$ cat config.mk
export PLATFORM = sky130hd
export DESIGN_NAME = mem_arbiter
export DESIGN_NICKNAME = d
export VERILOG_FILES = /design/src/rtl/mips_pkg.sv /design/src/rtl/mem_arbiter.sv
export SDC_FILE = /design/constraint.sdc
export NUM_CORES = 1
export LEC_CHECK = 0
export CAP_MARGIN = 20
export CORE_MARGIN = 1.5
export CORE_UTILIZATION = 30
export CTS_BUF_LIST = sky130_fd_sc_hd__clkbuf_2
export DETAILED_ROUTE_END_ITERATION = 10
export PLACE_DENSITY = 0.73
export REMOVE_ABC_BUFFERS = 1
export SLEW_MARGIN = 20
export SYNTH_ARGS = -nofsm -noshare
export SYNTH_HDL_FRONTEND = slang
export SYNTH_SLANG_ARGS = --single-unit
$ cat constraint.sdc
create_clock -name clk -period 2.8 [get_ports clk]
set_input_delay 0.56 -clock clk [delete_from_list [all_inputs] [get_ports clk]]
set_output_delay 0.56 -clock clk [all_outputs]
set_load 0.05 [all_outputs]
$ cat src/rtl/mips_pkg.sv
// -----------------------------------------------------------------------------
// mips_pkg
// Shared types and constants for the memory arbiter.
//   arb_state_t     : arbiter FSM states (IDLE, ACCESS)
//   req_id_t        : requester identity (REQ_I instruction fetch, REQ_D data)
//   MEM_LAT_DEFAULT : default number of cycles mem_en is held per access
//   CNT_W           : width of the access-latency counter (covers 1..15)
// -----------------------------------------------------------------------------
package mips_pkg;

    typedef enum logic {
        IDLE   = 1'b0,
        ACCESS = 1'b1
    } arb_state_t;

    typedef enum logic {
        REQ_I = 1'b0,
        REQ_D = 1'b1
    } req_id_t;

    localparam int MEM_LAT_DEFAULT = 2;
    localparam int CNT_W           = 4;

endpackage

$ cat src/rtl/mem_arbiter.sv
// -----------------------------------------------------------------------------
// mem_arbiter
// Shares one memory port between an instruction-fetch requester (read only)
// and a data requester (read/write). Round-robin on simultaneous requests,
// one access in flight at a time, each access holds mem_en for MEM_LAT cycles.
//
// Ports
//   clk, reset                 : clock, asynchronous active-low reset
//   i_req, i_addr              : instruction request and address
//   i_gnt, i_rvalid, i_rdata   : instruction grant pulse, read-done pulse, data
//   d_req, d_we, d_addr,
//   d_wdata                    : data request, write enable, address, write data
//   d_gnt, d_rvalid, d_rdata   : data grant pulse, done/ack pulse, read data
//   addr_err                   : pulses with rvalid when the access was unaligned
//   mem_en, mem_addr,
//   mem_wdata, mem_rd_wr       : shared memory port (mem_rd_wr 1 = read)
//   mem_rdata                  : read data from memory
// -----------------------------------------------------------------------------
module mem_arbiter
    import mips_pkg::*;
#(
    parameter int MEM_LAT = MEM_LAT_DEFAULT
) (
    input  logic        clk,
    input  logic        reset,
    input  logic        i_req,
    input  logic [31:0] i_addr,
    output logic        i_gnt,
    output logic        i_rvalid,
    output logic [31:0] i_rdata,
    input  logic        d_req,
    input  logic        d_we,
    input  logic [31:0] d_addr,
    input  logic [31:0] d_wdata,
    output logic        d_gnt,
    output logic        d_rvalid,
    output logic [31:0] d_rdata,
    output logic        addr_err,
    output logic        mem_en,
    output logic [31:0] mem_addr,
    output logic [31:0] mem_wdata,
    output logic        mem_rd_wr,
    input  logic [31:0] mem_rdata
);

    localparam logic [CNT_W-1:0] LAT_M1 = CNT_W'(MEM_LAT - 1);

    arb_state_t       r_state;
    logic [CNT_W-1:0] r_cnt;
    req_id_t          r_last;   // requester granted most recently
    req_id_t          r_owner;  // requester owning the access in flight
    logic             r_we;
    logic [1:0]       r_lsb;    // low address bits kept only for addr_err

    req_id_t          w_win;
    logic             w_any;

    assign w_any = i_req | d_req;

    // On a tie the requester that did not win last time goes next.
    always_comb begin
        w_win = REQ_I;
        if (i_req && d_req) begin
            w_win = (r_last == REQ_I) ? REQ_D : REQ_I;
        end else if (d_req) begin
            w_win = REQ_D;
        end
    end

    always_ff @(posedge clk or negedge reset) begin
        if (!reset) begin
            r_state   <= IDLE;
            r_cnt     <= '0;
            r_last    <= REQ_I;
            r_owner   <= REQ_I;
            r_we      <= 1'b0;
            r_lsb     <= 2'b00;
            i_gnt     <= 1'b0;
            d_gnt     <= 1'b0;
            i_rvalid  <= 1'b0;
            d_rvalid  <= 1'b0;
            i_rdata   <= '0;
            d_rdata   <= '0;
            addr_err  <= 1'b0;
            mem_en    <= 1'b0;
            mem_addr  <= '0;
            mem_wdata <= '0;
            mem_rd_wr <= 1'b1;
        end else begin
            // Grant, done and error strobes are single-cycle pulses.
            i_gnt    <= 1'b0;
            d_gnt    <= 1'b0;
            i_rvalid <= 1'b0;
            d_rvalid <= 1'b0;
            addr_err <= 1'b0;
            case (r_state)
                IDLE: begin
                    if (w_any) begin
                        r_state <= ACCESS;
                        r_cnt   <= LAT_M1;
                        r_owner <= w_win;
                        r_last  <= w_win;
                        mem_en  <= 1'b1;
                        if (w_win == REQ_D) begin
                            d_gnt     <= 1'b1;
                            r_we      <= d_we;
                            r_lsb     <= d_addr[1:0];
                            mem_addr  <= {d_addr[31:2], 2'b00};
                            mem_wdata <= d_wdata;
                            mem_rd_wr <= ~d_we;
                        end else begin
                            // Instruction fetch never writes; mem_wdata is left as is.
                            i_gnt     <= 1'b1;
                            r_we      <= 1'b0;
                            r_lsb     <= i_addr[1:0];
                            mem_addr  <= {i_addr[31:2], 2'b00};
                            mem_rd_wr <= 1'b1;
                        end
                    end
                end
                ACCESS: begin
                    if (r_cnt == '0) begin
                        r_state   <= IDLE;
                        mem_en    <= 1'b0;
                        mem_rd_wr <= 1'b1;
                        addr_err  <= |r_lsb;
                        if (r_owner == REQ_D) begin
                            d_rvalid <= 1'b1;
                            // A write is acknowledged but leaves d_rdata untouched.
                            if (!r_we) begin
                                d_rdata <= mem_rdata;
                            end
                        end else begin
                            i_rvalid <= 1'b1;
                            i_rdata  <= mem_rdata;
                        end
                    end else begin
                        r_cnt <= r_cnt - 1'b1;
                    end
                end
                default: r_state <= IDLE;
            endcase
        end
    end

endmodule

Word level (Yosys, flattened, before mapping)
Cells that the tools add are included.
{"block": "op_classes", "add_sub_neg": 1, "n_eq_ne": 3, "muxes": 32, "bitwise_logic": 5, "reduce_logical": 9}
{"cell": "32-bit 2-to-1 mux", "n": 1}
{"cell": "1-bit 2-to-1 mux", "n": 24}
{"cell": "4-bit 2-to-1 mux", "n": 2}
{"cell": "4-bit case mux with 2 select lines", "n": 1}
{"cell": "1-bit case mux with 2 select lines", "n": 3}
{"cell": "2-bit AND reduction", "n": 3}
{"cell": "3-bit AND reduction", "n": 2}
{"cell": "4-bit zero test", "n": 1}
{"cell": "2-bit inequality test (second input constant)", "n": 2}
{"cell": "1-bit NOT", "n": 4}
{"cell": "4-bit AND reduction", "n": 1}
{"cell": "4-bit by 1-bit subtractor with 4-bit output (second input constant)", "n": 1}
{"cell": "2-bit 2-to-1 mux", "n": 1}
{"cell": "2-bit by 1-bit inequality test with 1-bit output (second input constant)", "n": 1}
{"cell": "2-bit OR reduction", "n": 1}
{"cell": "1-bit logical AND", "n": 1}
{"cell": "1-bit bitwise OR", "n": 1}
{"block": "word_totals", "ff_bits": 144, "in_bits": 133, "output_inout_bits": 135, "wordCells": 66}

Depth between registers and ports, before layout
Gate-level depths: netlist (run 1).
{"block": "depth", "ltp_word": 5, "depth_mapped": 7, "ltp_nobuf": 5}

Worst setup path after synthesis (run 1)
OpenSTA, ideal clock, no wires.
{"block": "synth_timing", "path_kind": "register to register", "startpoint": "register r_cnt[0]", "endpoint": "register i_rdata[10]", "setup_ns": 0.127, "arrival_time_ns": 1.614, "required_time_ns": 2.673, "setup_slack_ns": 1.059, "stages_incl_launch_ff": 8, "path_buffers": 2, "synth_period_minus_slack_ns": 1.741, "cell_sequence": "dfrtp_1 inv_1 ha_1 and4bb_2 nor2b_1 buf_4 buf_6 mux2_1"}
{"block": "synth_between", "elab_chain_cells": 2}
{"element": "start: declaration", "line": "mem_arbiter.sv:49", "text": "logic [CNT_W-1:0] r_cnt;"}
{"element": "start signal: assignment", "line": "mem_arbiter.sv:138", "text": "r_cnt <= r_cnt - 1'b1;"}
{"element": "4-bit zero test", "line": "mem_arbiter.sv:122", "text": "if (r_cnt == '0) begin"}
{"element": "3-bit AND reduction (no source line)"}
{"element": "end signal: assignment", "line": "mem_arbiter.sv:135", "text": "i_rdata <= mem_rdata;"}
{"element": "end: declaration", "line": "mem_arbiter.sv:30", "text": "output logic [31:0] i_rdata,"}
Every way passes these cells.
A chain may end at the register's enable or synchronous reset.

Worst setup path after layout (run 1)
{"block": "layout_timing", "startpoint": "register mem_rd_wr", "endpoint": "output mem_rd_wr"}
{"element": "start: declaration", "line": "mem_arbiter.sv:42", "text": "output logic mem_rd_wr,"}
{"element": "start signal: assignment", "line": "mem_arbiter.sv:110", "text": "mem_rd_wr <= ~d_we;"}
No word-level cell between the ends.

==> results.md, run 1 <==
- Clock sinks: 142
- CP Capture Type: output pin
- Pwr Total: 12.2 mW
- GPL Wtd Cong: 0.759
- Final Instance Count excl. Fillers: 942
- Dpl hpwl: 10.1 mm
- Share of the synthesized area in the top cell type: 62.9%
- H-tree depth: 4
- Crit start category: flip-flop
- Clk root buf: clkbuf_2
- Mapped Avg Cell Area: 13.0 µm²
- R2R Path End: d_rdata[26]
- Global-route met2 utilization: 25.2%
- Wire per inst: 15.5 µm
- Initial core utilization: 30.9%
- Grt total ovfl: 0
- Area grow syn2layout: 56.9%
- Drt first pass iters: 8
- Hold path depth: 3
- Routed WL: 14.6 mm
- Synth Warn #: 0
- Total die area: 19500 µm²
- Post-Place Cells: 908
- Library cells used by synthesis: 33
- Latest clock arrival within the worst-skew pair: 680 ps
- Worst path top cell family by delay: buffers and inverters
- CP max stage delay: 830 ps
- Setup Fix Bufs, Post-CTS: 0
- Vias per cell: 4.53
- Placed cell area: 8550 µm²
- Worst-Margin Slew: 600 ps
- Nets@finish: 834
- Critical Path RT: 2240 ps
- Sequential area share after synthesis: 63.4%
- FP Rows: 49
- Fill cells: 1664
- Cell area after layout: 8790 µm²
- Endpoint, Worst Hold: mem_addr[12]
- Largest area contributor in the netlist: dfrtp_1
- Critical Path Fanout Max: 2
- Crit Path Category: reg2out
- Outcome: finished with violations
- Largest net degree at the start of global routing: 62
- Synth Register Bits: 142
- Starting DRT DRC Count: 176
- First-pass GRT wire length: 23.6 mm
- Max clock buf depth: 2
- CP arrival: 2060 ps
- GR Util met3: 6.23%
- Multi-input gate area: 1920 µm²
- Min-delay src: i_addr[12]
- Power Density: 1390 nW/µm²
- R2r setup slk: 830 ps
- Die Wd: 140 µm
- Final setup TNS: 0 ps
- Fmax: 381 MHz
- GR Util All Layers: 15.5%
- Worst-path cell chain: clkdlybuf4s50_1
- Seq. cell area: 3550 µm²
- Syn Inst Count: 430
- Die Ht: 140 µm
- GR Util met1: 18.7%
- Ports: 268
- Crit path from: mem_rd_wr
- Critical path depth: 1
- Vias in the first global route: 4501
- Worst min path class: in2reg
- CTS tree: built
- Pleak: 3.67 nW
- Port Buffers: 265
- Final Cycle Share: 93.7%
- Final ANT Viol Nets: 0
- CTS Buf Count: 17
- Worst path slowest cell: clkdlybuf4s50_1
- CP bufs+invs: 1
- Synth top area cells: dfrtp_1 (63%), mux2_2 (13%), mux2_1 (6.0%), a21oi_1 (5.8%), nor2_1 (2.4%)
- Grt peak-use layer: met2
- Worst IR drop on VDD: 0.000732 V
- Max-slew headroom: 60.0%
- Core ar.: 18100 µm²
- Max-Cap Viols: 0
- Clk slew on worst S/H paths: 230 ps
- Share of cells above drive strength 1: 16.2%
- Via count: 4269
- Initial antenna violation count: 1
- Violations in the final reports: design-rule violations
- Hold Worst Slack: 373 ps
- DR DRC count: 18
- Slew Viols, Final: 0
- Reg-to-Reg Start: r_cnt[0]
- Final Hold Violating Endpoints: 0
- RSZ-0062 raised after global routing: no
- Mapped Area: 5610 µm²
- FF-to-FF path depth: 6
- Final setup vio count: 0
- Period minus WS final: 2620 ps
- Max Clock Skew: 35.7 ps
## how the worst max path moves through the flow
stage | to | slack, ps
finish | mem_rd_wr | 180
global route | mem_rd_wr | 10
CTS | mem_rd_wr | 10
detailed placement | mem_wdata[17] | 530
global placement | mem_wdata[23] | 590
floorplan | i_rdata[0] | -210
## Yosys cell counts
cell type / number
dfrtp_1: 141
mux2_2: 66
a21oi_1: 65
nor2_1: 36
nand2_1: 34
mux2_1: 30
clkbuf_1: 14
buf_4: 6
buf_2: 3
buf_6: 3
nor3_1: 3
o21ai_0: 3
ha_1: 2
inv_1: 2
mux2i_1: 2
nand2b_1: 2
nor2b_1: 2
a21bo_1: 1
a21boi_1: 1
a21o_1: 1
a22o_1: 1
and2_1: 1
and4bb_2: 1
conb_1: 1
dfstp_2: 1
nand3b_2: 1
nor2_4: 1
o21a_1: 1
o21ai_1: 1
o21ba_2: 1
o21bai_1: 1
or4b_2: 1
xnor2_1: 1
## routing by layer
metal	vias up	part of all wire, %	wire, µm
li1	2015	-	-
met4	0	1.5	223
met2	185	48	6920
met3	15	9.9	1440
met1	2054	41	5990
met5	-	0	0
## logic make-up after synthesis
logic type | count (synthesis) | share of synthesized area, %
compound gates | 76 | 7.21
fa+ha+maj | 2 | 0.446
buf+inv | 28 | 2.75
mux | 98 | 19.6
flops | 142 | 63.4
simple gates | 82 | 6.32
other cells | 1 | 0.0669
xor+xnor | 1 | 0.156
## sequential cells by signal (all words and copies together), names as in the netlist
signal     cells
i_gnt          1
d_gnt          1
mem_rd_wr      1
d_rdata       32
i_rdata       32
mem_wdata     32
r_lsb          2
mem_addr      30
d_rvalid       1
r_owner        1
r_cnt          4
r_state        1
mem_en         1
r_we           1
i_rvalid       1
addr_err       1
## cell usage in the layout, fill, tap and decap left out, types with 2 or more instances in the layout
| cell | n |
|---|---|
| nand2b_1 | 2 |
| mux2_1 | 30 |
| conb_1 | 2 |
| dfrtp_1 | 141 |
| nor2_1 | 36 |
| o21ai_0 | 3 |
| mux2_2 | 66 |
| mux2i_1 | 2 |
| buf_4 | 4 |
| inv_6 | 3 |
| ha_1 | 2 |
| clkbuf_2 | 19 |
| bufinv_16 | 2 |
| a21oi_1 | 65 |
| nor3_1 | 3 |
| clkinv_1 | 2 |
| clkdlybuf4s50_1 | 264 |
| buf_12 | 5 |
| inv_1 | 2 |
| clkinv_4 | 2 |
| nand2_1 | 34 |
| clkinvlp_4 | 3 |
## worst reg2reg max path: cells and delay by family (launching register included)
| family | cells | cell delay, ps |
|---|---|---|
| adders and majority gates | 1 | 200 |
| buffers and inverters | 2 | 490 |
| DFF | 1 | 430 |
| muxes | 1 | 390 |
| and+or+nand+nor | 2 | 380 |
## what timing repair did
action,in CTS,in global routing
resized for setup,0,0
hold buffers,1,0
endpoints found under the hold margin,58,0
## metrics by stage
stage          utilization (%)  setup WS (ps)
2_1_floorplan                -           -205
3_3_place_gp              47.1            587
3_5_place_dp              47.1            528
4_1_cts                   48.4           12.2
5_1_grt                   48.5           9.56
6_report                  48.5            176
## cell type report
class,count,area share [%]
timing repair buffer,275,31.8
clock inverter,13,1.58
inverter,2,0.0854
tap,229,3.26
antenna,1,0.0285
multi-input combinational,261,21.8
clock buffer,19,1.08
sequential,142,40.4
## where the power goes
| part | switching [mW] | leakage (nW) | internal (mW) | total [mW] |
|---|---|---|---|---|
| combinational | 4.76 | 1.86 | 2.70 | 7.45 |
| sequential | 0.537 | 1.66 | 3.07 | 3.60 |
| clock | 0.766 | 0.137 | 0.419 | 1.18 |
| total | 6.06 | 3.67 | 6.18 | 12.2 |
No activity file was read; power rests on OpenSTA's default activity.
==> inputs of run 2 (changes only) <==
--- a/config.mk
+++ b/config.mk
@@ -7,10 +7,10 @@
 export LEC_CHECK = 0
 export CAP_MARGIN = 20
 export CORE_MARGIN = 1.5
-export CORE_UTILIZATION = 30
+export CORE_UTILIZATION = 35
 export CTS_BUF_LIST = sky130_fd_sc_hd__clkbuf_2
 export DETAILED_ROUTE_END_ITERATION = 10
-export PLACE_DENSITY = 0.73
+export PLACE_DENSITY = 0.81
 export REMOVE_ABC_BUFFERS = 1
 export SLEW_MARGIN = 20
 export SYNTH_ARGS = -nofsm -noshare
==> results.md, run 2 (synthesis results as in run 1) <==
- Max clock buf depth: 2 (unchanged)
- Fmax: 400 MHz (was 381 MHz)
- Via count: 4417 (was 4269)
- FP Rows: 46 (was 49)
- CTS tree: built (unchanged)
- Worst-Margin Slew: 588 ps (was 600 ps)
- Share of cells above drive strength 1: 16.3% (was 16.2%)
- Switching fraction of total power: 49.5% (about the same)
- Latest clock arrival within the worst-skew pair: 700 ps (was 680 ps)
- Period minus WS final: 2500 ps (was 2620 ps)
- CP arrival: 1940 ps (was 2060 ps)
- Final ANT Viol Nets: 0 (unchanged)
- Final setup TNS: 0 ps (unchanged)
- Hold path depth: 3 (unchanged)
- Slew Viols, Final: 0 (unchanged)
- Cell area after layout: 8760 µm² (was 8790 µm²)
- Worst path slowest cell: clkdlybuf4s50_1 (unchanged)
- Internal power: 6.24 mW (was 6.18 mW)
- Final Cycle Share: 89.2% (was 93.7%)
- Crit start category: flip-flop (unchanged)
- Psw: 6.13 mW (was 6.06 mW)
- Routed WL: 15.0 mm (was 14.6 mm)
- Pleak: 3.67 nW (about the same)
- Clock sinks: 142 (unchanged)
- Dpl hpwl: 10.8 mm (was 10.1 mm)
- Outcome: finished clean (was finished with violations)
- Max-slew headroom: 60.7% (was 60.0%)
- Port Buffers: 265 (unchanged)
- Worst path top cell family by delay: buffers and inverters (unchanged)
- Placed cell area: 8490 µm² (was 8550 µm²)
- Drt first pass iters: 4 (was 8)
- Total die area: 16800 µm² (was 19500 µm²)
- Initial core utilization: 35.5% (was 30.9%)
- ANT cells: 0 (was 1)
- Power Density: 1410 nW/µm² (was 1390 nW/µm²)
- Max-Cap Viols: 0 (unchanged)
- Biggest regs: d_rdata x32, i_rdata x32, mem_wdata x32 (unchanged)
- Ports: 268 (unchanged)
- Final Instance Count excl. Fillers: 928 (was 942)
- Nets@finish: 834 (unchanged)
- Starting DRT DRC Count: 178 (was 176)
- First-pass GRT wire length: 23.2 mm (was 23.6 mm)
- Die Ht: 130 µm (was 140 µm)
- Largest net degree at the start of global routing: 65 (was 62)
- Grt total ovfl: 0 (unchanged)
- Worst-path cell chain: clkdlybuf4s50_1 (unchanged)
- Most common cell after layout, fill and taps aside: clkdlybuf4s50_1 (unchanged)
- H-tree depth: 4 (unchanged)
- Wire per inst: 16.2 µm (was 15.5 µm)
- Max Clock Skew: 21.8 ps (was 35.7 ps)
- FF-to-FF path depth: 6 (unchanged)
- Critical Path RT: 2240 ps (about the same)
- Fin util: 55.6% (was 48.5%)
- Critical Path Fanout Max: 2 (unchanged)
- Pwr Total: 12.4 mW (was 12.2 mW)
- GR Util All Layers: 18.1% (was 15.5%)
- Comb power frac: 60.4% (was 60.9%)
- Crit Path Category: reg2out (unchanged)
- Area grow syn2layout: 56.3% (was 56.9%)
- CP bufs+invs: 1 (unchanged)
- Die Wd: 130 µm (was 140 µm)
- Final Hold Violating Endpoints: 0 (unchanged)
- Most frequent cells in the layout: clkdlybuf4s50_1 (263), dfrtp_1 (141), mux2_2 (66) (was clkdlybuf4s50_1 (264), dfrtp_1 (141), mux2_2 (66))
- Clock share of power: 10.3% (was 9.7%)
- Setup Fix Bufs, Post-CTS: 0 (unchanged)
- Worst IR drop on VDD: 0.000806 V (was 0.000732 V)
- Post-Place Cells: 895 (was 908)
- CP Capture Type: output pin (unchanged)
- Clk slew on worst S/H paths: 230 ps (about the same)
- DR DRC count: 0 (was 18)
- Critical path depth: 1 (unchanged)
- CTS Buf Count: 17 (unchanged)
- RSZ-0062 raised after global routing: no (unchanged)
- Register share of total power: 29.4% (about the same)
- Vias per cell: 4.76 (was 4.53)
- Worst min path class: in2reg (unchanged)
- Vias in the first global route: 4583 (was 4501)
- CP max stage delay: 810 ps (was 830 ps)
- Core ar.: 15800 µm² (was 18100 µm²)
- Initial antenna violation count: 0 (was 1)
- GPL Wtd Cong: 0.808 (was 0.759)
- Final setup vio count: 0 (unchanged)
- Clk root buf: clkbuf_2 (unchanged)
## run 2: path summary, 6_finish.rpt
path / start / to / slack [ps]
setup / recovery: mem_wdata[16] / mem_wdata[16] / 300
hold / removal: i_addr[7] / mem_addr[7] / 370
setup reg to reg: r_cnt[0] / i_rdata[0] / 620
hold reg to reg: i_rdata[29] / i_rdata[29] / 510
max in group asynchronous: reset / mem_addr[3] / 1550
min in group asynchronous: reset / d_rdata[20] / 410
## run 2: what timing repair did
item / in CTS / in global routing
endpoints found under the setup margin: 0 / 1
endpoints found under the hold margin: 62 / 0
hold buffers: 1 / 0
resized for setup: 0 / 1
## run 2: cell type report
class / instances / area (µm²)
Sequential cell: 142 / 3550
Tap cell: 216 / 270
Clock inverter: 14 / 166
Fill cell: 1341 / 7010
Inverter: 2 / 7.51
Multi-Input combinational cell: 261 / 1920
Timing Repair Buffer: 275 / 2760
Clock buffer: 18 / 90.1
## run 2: stage by stage
step                      setup WS (ps)  hold WS [ps]
after floorplan                    -205           264
after global routing               98.7           226
after CTS                          38.8           260
after global placement              605           466
final                               301           367
after detailed placement            556           469
## run 2: per-layer routing
layer  vias to the layer above  global-route usage [%]  part of all wire [%]
met5                         -                       0                     0
met1                      2179                    20.8                    39
met4                         0                    5.03                   1.1
met3                        14                    8.18                   9.5
met2                       210                    30.5                    50
li1                       2014                       -                     -
## run 2: power groups by stage
stage               Combinational [mW]  Clock [mW]  Sequential (mW)
global route                      7.80        1.43             3.77
detailed placement                7.50           0             3.69
floorplan                         1.43           0             7.00
global placement                  7.37           0             3.62
finish                            7.46        1.27             3.63
CTS                               7.52        1.32             3.64
==> inputs of run 3 (changes only) <==
--- a/config.mk
+++ b/config.mk
@@ -9,6 +9,7 @@
 export CORE_MARGIN = 1.5
 export CORE_UTILIZATION = 35
 export CTS_BUF_LIST = sky130_fd_sc_hd__clkbuf_2
+export CTS_CLUSTER_SIZE = 16
 export DETAILED_ROUTE_END_ITERATION = 10
 export PLACE_DENSITY = 0.81
 export REMOVE_ABC_BUFFERS = 1
==> constraint.sdc (replaced) <==
create_clock -name clk -period 2.8 [get_ports clk]
set_input_delay 0.42 -clock clk [delete_from_list [all_inputs] [get_ports clk]]
set_output_delay 0.42 -clock clk [all_outputs]
set_load 0.05 [all_outputs]
==> results.md, run 3 (synthesis results as in run 1) <==
- Endpoint, Worst Hold: mem_addr[2] (was mem_addr[7])
- Worst-path cell chain: clkdlybuf4s50_1 (unchanged)
- Final ANT Viol Nets: 0 (unchanged)
- Clk slew on worst S/H paths: 220 ps (was 230 ps)
- Post_cts resized: 0 (unchanged)
- Worst path top cell family by delay: buffers and inverters (unchanged)
- Total die area: 16800 µm² (unchanged)
- CP max stage delay: 830 ps (was 810 ps)
- Power Density: 1400 nW/µm² (was 1410 nW/µm²)
- R2r setup slk: 710 ps (was 620 ps)
- Metal-1 WL: 5.88 mm (was 5.87 mm)
- Ports: 268 (unchanged)
- Worst min path class: in2reg (unchanged)
- CP bufs+invs: 1 (unchanged)
- Initial core utilization: 35.5% (unchanged)
- Share of cells above drive strength 1: 16.0% (was 16.3%)
- Clock sinks: 142 (unchanged)
- Final Cycle Share: 89.4% (was 89.2%)
- CP Capture Type: output pin (unchanged)
- Period minus WS final: 2500 ps (about the same)
- Reg-to-Reg Start: r_cnt[0] (unchanged)
- Crit start category: flip-flop (unchanged)
- DR DRC count: 0 (unchanged)
- Worst path slowest cell: clkdlybuf4s50_1 (unchanged)
- Die Ht: 130 µm (unchanged)
- Area grow syn2layout: 55.7% (was 56.3%)
- Fin util: 55.4% (was 55.6%)
- Final Hold Violating Endpoints: 0 (unchanged)
- Vias per cell: 4.71 (was 4.76)
- Max layer used: met4 (unchanged)
- Most frequent cells in the layout: clkdlybuf4s50_1 (264), dfrtp_1 (141), mux2_2 (66) (was clkdlybuf4s50_1 (263), dfrtp_1 (141), mux2_2 (66))
- Grt total ovfl: 0 (unchanged)
- GPL Wtd Cong: 0.805 (was 0.808)
- Max-Cap Viols: 0 (unchanged)
- Critical Path Fanout Max: 2 (unchanged)
- Drt first pass iters: 4 (unchanged)
- CP arrival: 2080 ps (was 1940 ps)
- Worst-Margin Slew: 820 ps (was 588 ps)
- Latest clock arrival within the worst-skew pair: 690 ps (was 700 ps)
- R2R Path End: i_rdata[7] (was i_rdata[0])
- Slew Viols, Final: 0 (unchanged)
- Port Buffers: 265 (unchanged)
- Outcome: finished clean (unchanged)
- GR Util All Layers: 18.2% (was 18.1%)
- Die Wd: 130 µm (unchanged)
- Core ar.: 15800 µm² (unchanged)
- Final setup vio count: 0 (unchanged)
- Hold path depth: 3 (unchanged)
- Wire per inst: 16.1 µm (was 16.2 µm)
- FF-to-FF path depth: 6 (unchanged)
- Clk root buf: clkbuf_2 (unchanged)
- Max Clock Skew: 26.8 ps (was 21.8 ps)
- Most common cell after layout, fill and taps aside: clkdlybuf4s50_1 (unchanged)
- H-tree depth: 4 (unchanged)
- CTS tree: built (unchanged)
- Via count: 4373 (was 4417)
- Vias in the first global route: 4591 (was 4583)
- CTS Buf Count: 17 (unchanged)
- RSZ-0062 raised after global routing: no (unchanged)
- Hold Worst Slack: 243 ps (was 367 ps)
- Fmax: 399 MHz (was 400 MHz)
- Worst IR drop on VDD: 0.000717 V (was 0.000806 V)
- Pleak: 3.65 nW (was 3.67 nW)
- Starting DRT DRC Count: 137 (was 178)
- Max-slew headroom: 45.3% (was 60.7%)
- Dpl hpwl: 10.8 mm (about the same)
- FP Rows: 46 (unchanged)
- Crit Path Category: reg2out (unchanged)
- First-pass GRT wire length: 23.3 mm (was 23.2 mm)
- Met3 WL: 1.48 mm (was 1.43 mm)
- Routed WL: 15.0 mm (about the same)
- Min-delay src: i_addr[2] (was i_addr[7])
- Initial antenna violation count: 1 (was 0)
- Nets@finish: 834 (unchanged)
- Biggest regs: d_rdata x32, i_rdata x32, mem_wdata x32 (unchanged)
- Critical Path RT: 2380 ps (was 2240 ps)
- Final setup TNS: 0 ps (unchanged)
- Largest net degree at the start of global routing: 73 (was 65)
- WL met2: 7.48 mm (was 7.52 mm)
- Fill cells: 1311 (was 1341)
- Max clock buf depth: 2 (unchanged)
## run 3: changes by cell type in the layout (fill, tap and decap cells not counted), moves of 2 or more
| cell | before | now |
|---|---|---|
| clkinv_1 | 1 | 3 |
| clkinv_4 | 2 | 4 |
| inv_6 | 2 | 4 |
| clkinv_2 | 3 | 0 |
| bufinv_16 | 3 | 1 |
## run 3: metal layers
metal,vias up,global-route usage (%)
met5,-,0
met4,0,5.69
met3,9,7.80
met2,198,31.3
met1,2147,20.5
li1,2019,-
## run 3: worst max-delay path by stage
stage	startpoint	to	slack, ps	depth (start not counted)
2_1_floorplan	r_cnt[0]	i_rdata[0]	-210	5
3_3_place_gp	d_req	mem_wdata[18]	750	5
3_5_place_dp	r_cnt[0]	i_rdata[13]	690	6
4_1_cts	mem_rd_wr	mem_rd_wr	180	1
5_1_grt	mem_rd_wr	mem_rd_wr	130	1
6_report	mem_rd_wr	mem_rd_wr	300	1
## run 3: through the flow
| stage | instances | worst slack (ps) | instance area [µm²] | power, mW |
|---|---|---|---|---|
| floorplan | 405 | -205 | 5460 | 8.43 |
| global placement | 895 | 745 | 8490 | 11.0 |
| detailed placement | 895 | 688 | 8490 | 11.2 |
| CTS | 928 | 176 | 8730 | 12.3 |
| global route | 929 | 134 | 8730 | 12.8 |
| finish | 929 | 296 | 8730 | 12.2 |
## run 3: timing repair
item	in CTS	in global routing
endpoints found under the setup margin	0	0
setup buffers	0	0
hold endpoints to repair	69	0
hold buffers	1	0
## run 3: cell type report
class                   count  area [µm²]  area share (%)
clock buffers              17        85.1           0.975
well taps                 216         270            3.10
repair buffers            275        2760            31.6
clock inverters            15         138            1.58
diodes                      1        2.50          0.0287
multi-input cells         261        1920            21.9
inverters                   2        7.51          0.0860
flip-flops and latches    142        3550            40.7
## run 3: where the power goes
group          internal (mW)  leakage (nW)  switching (mW)  total [mW]
clock                  0.334         0.130           0.785        1.12
combinational           2.66          1.85            4.79        7.45
sequential              3.07          1.66           0.575        3.64
## run 3: tightest hold or removal path, stage by stage
cell             delay [ps]
clkdlybuf4s50_1         400
nand2_1                  60
a21oi_1                  50
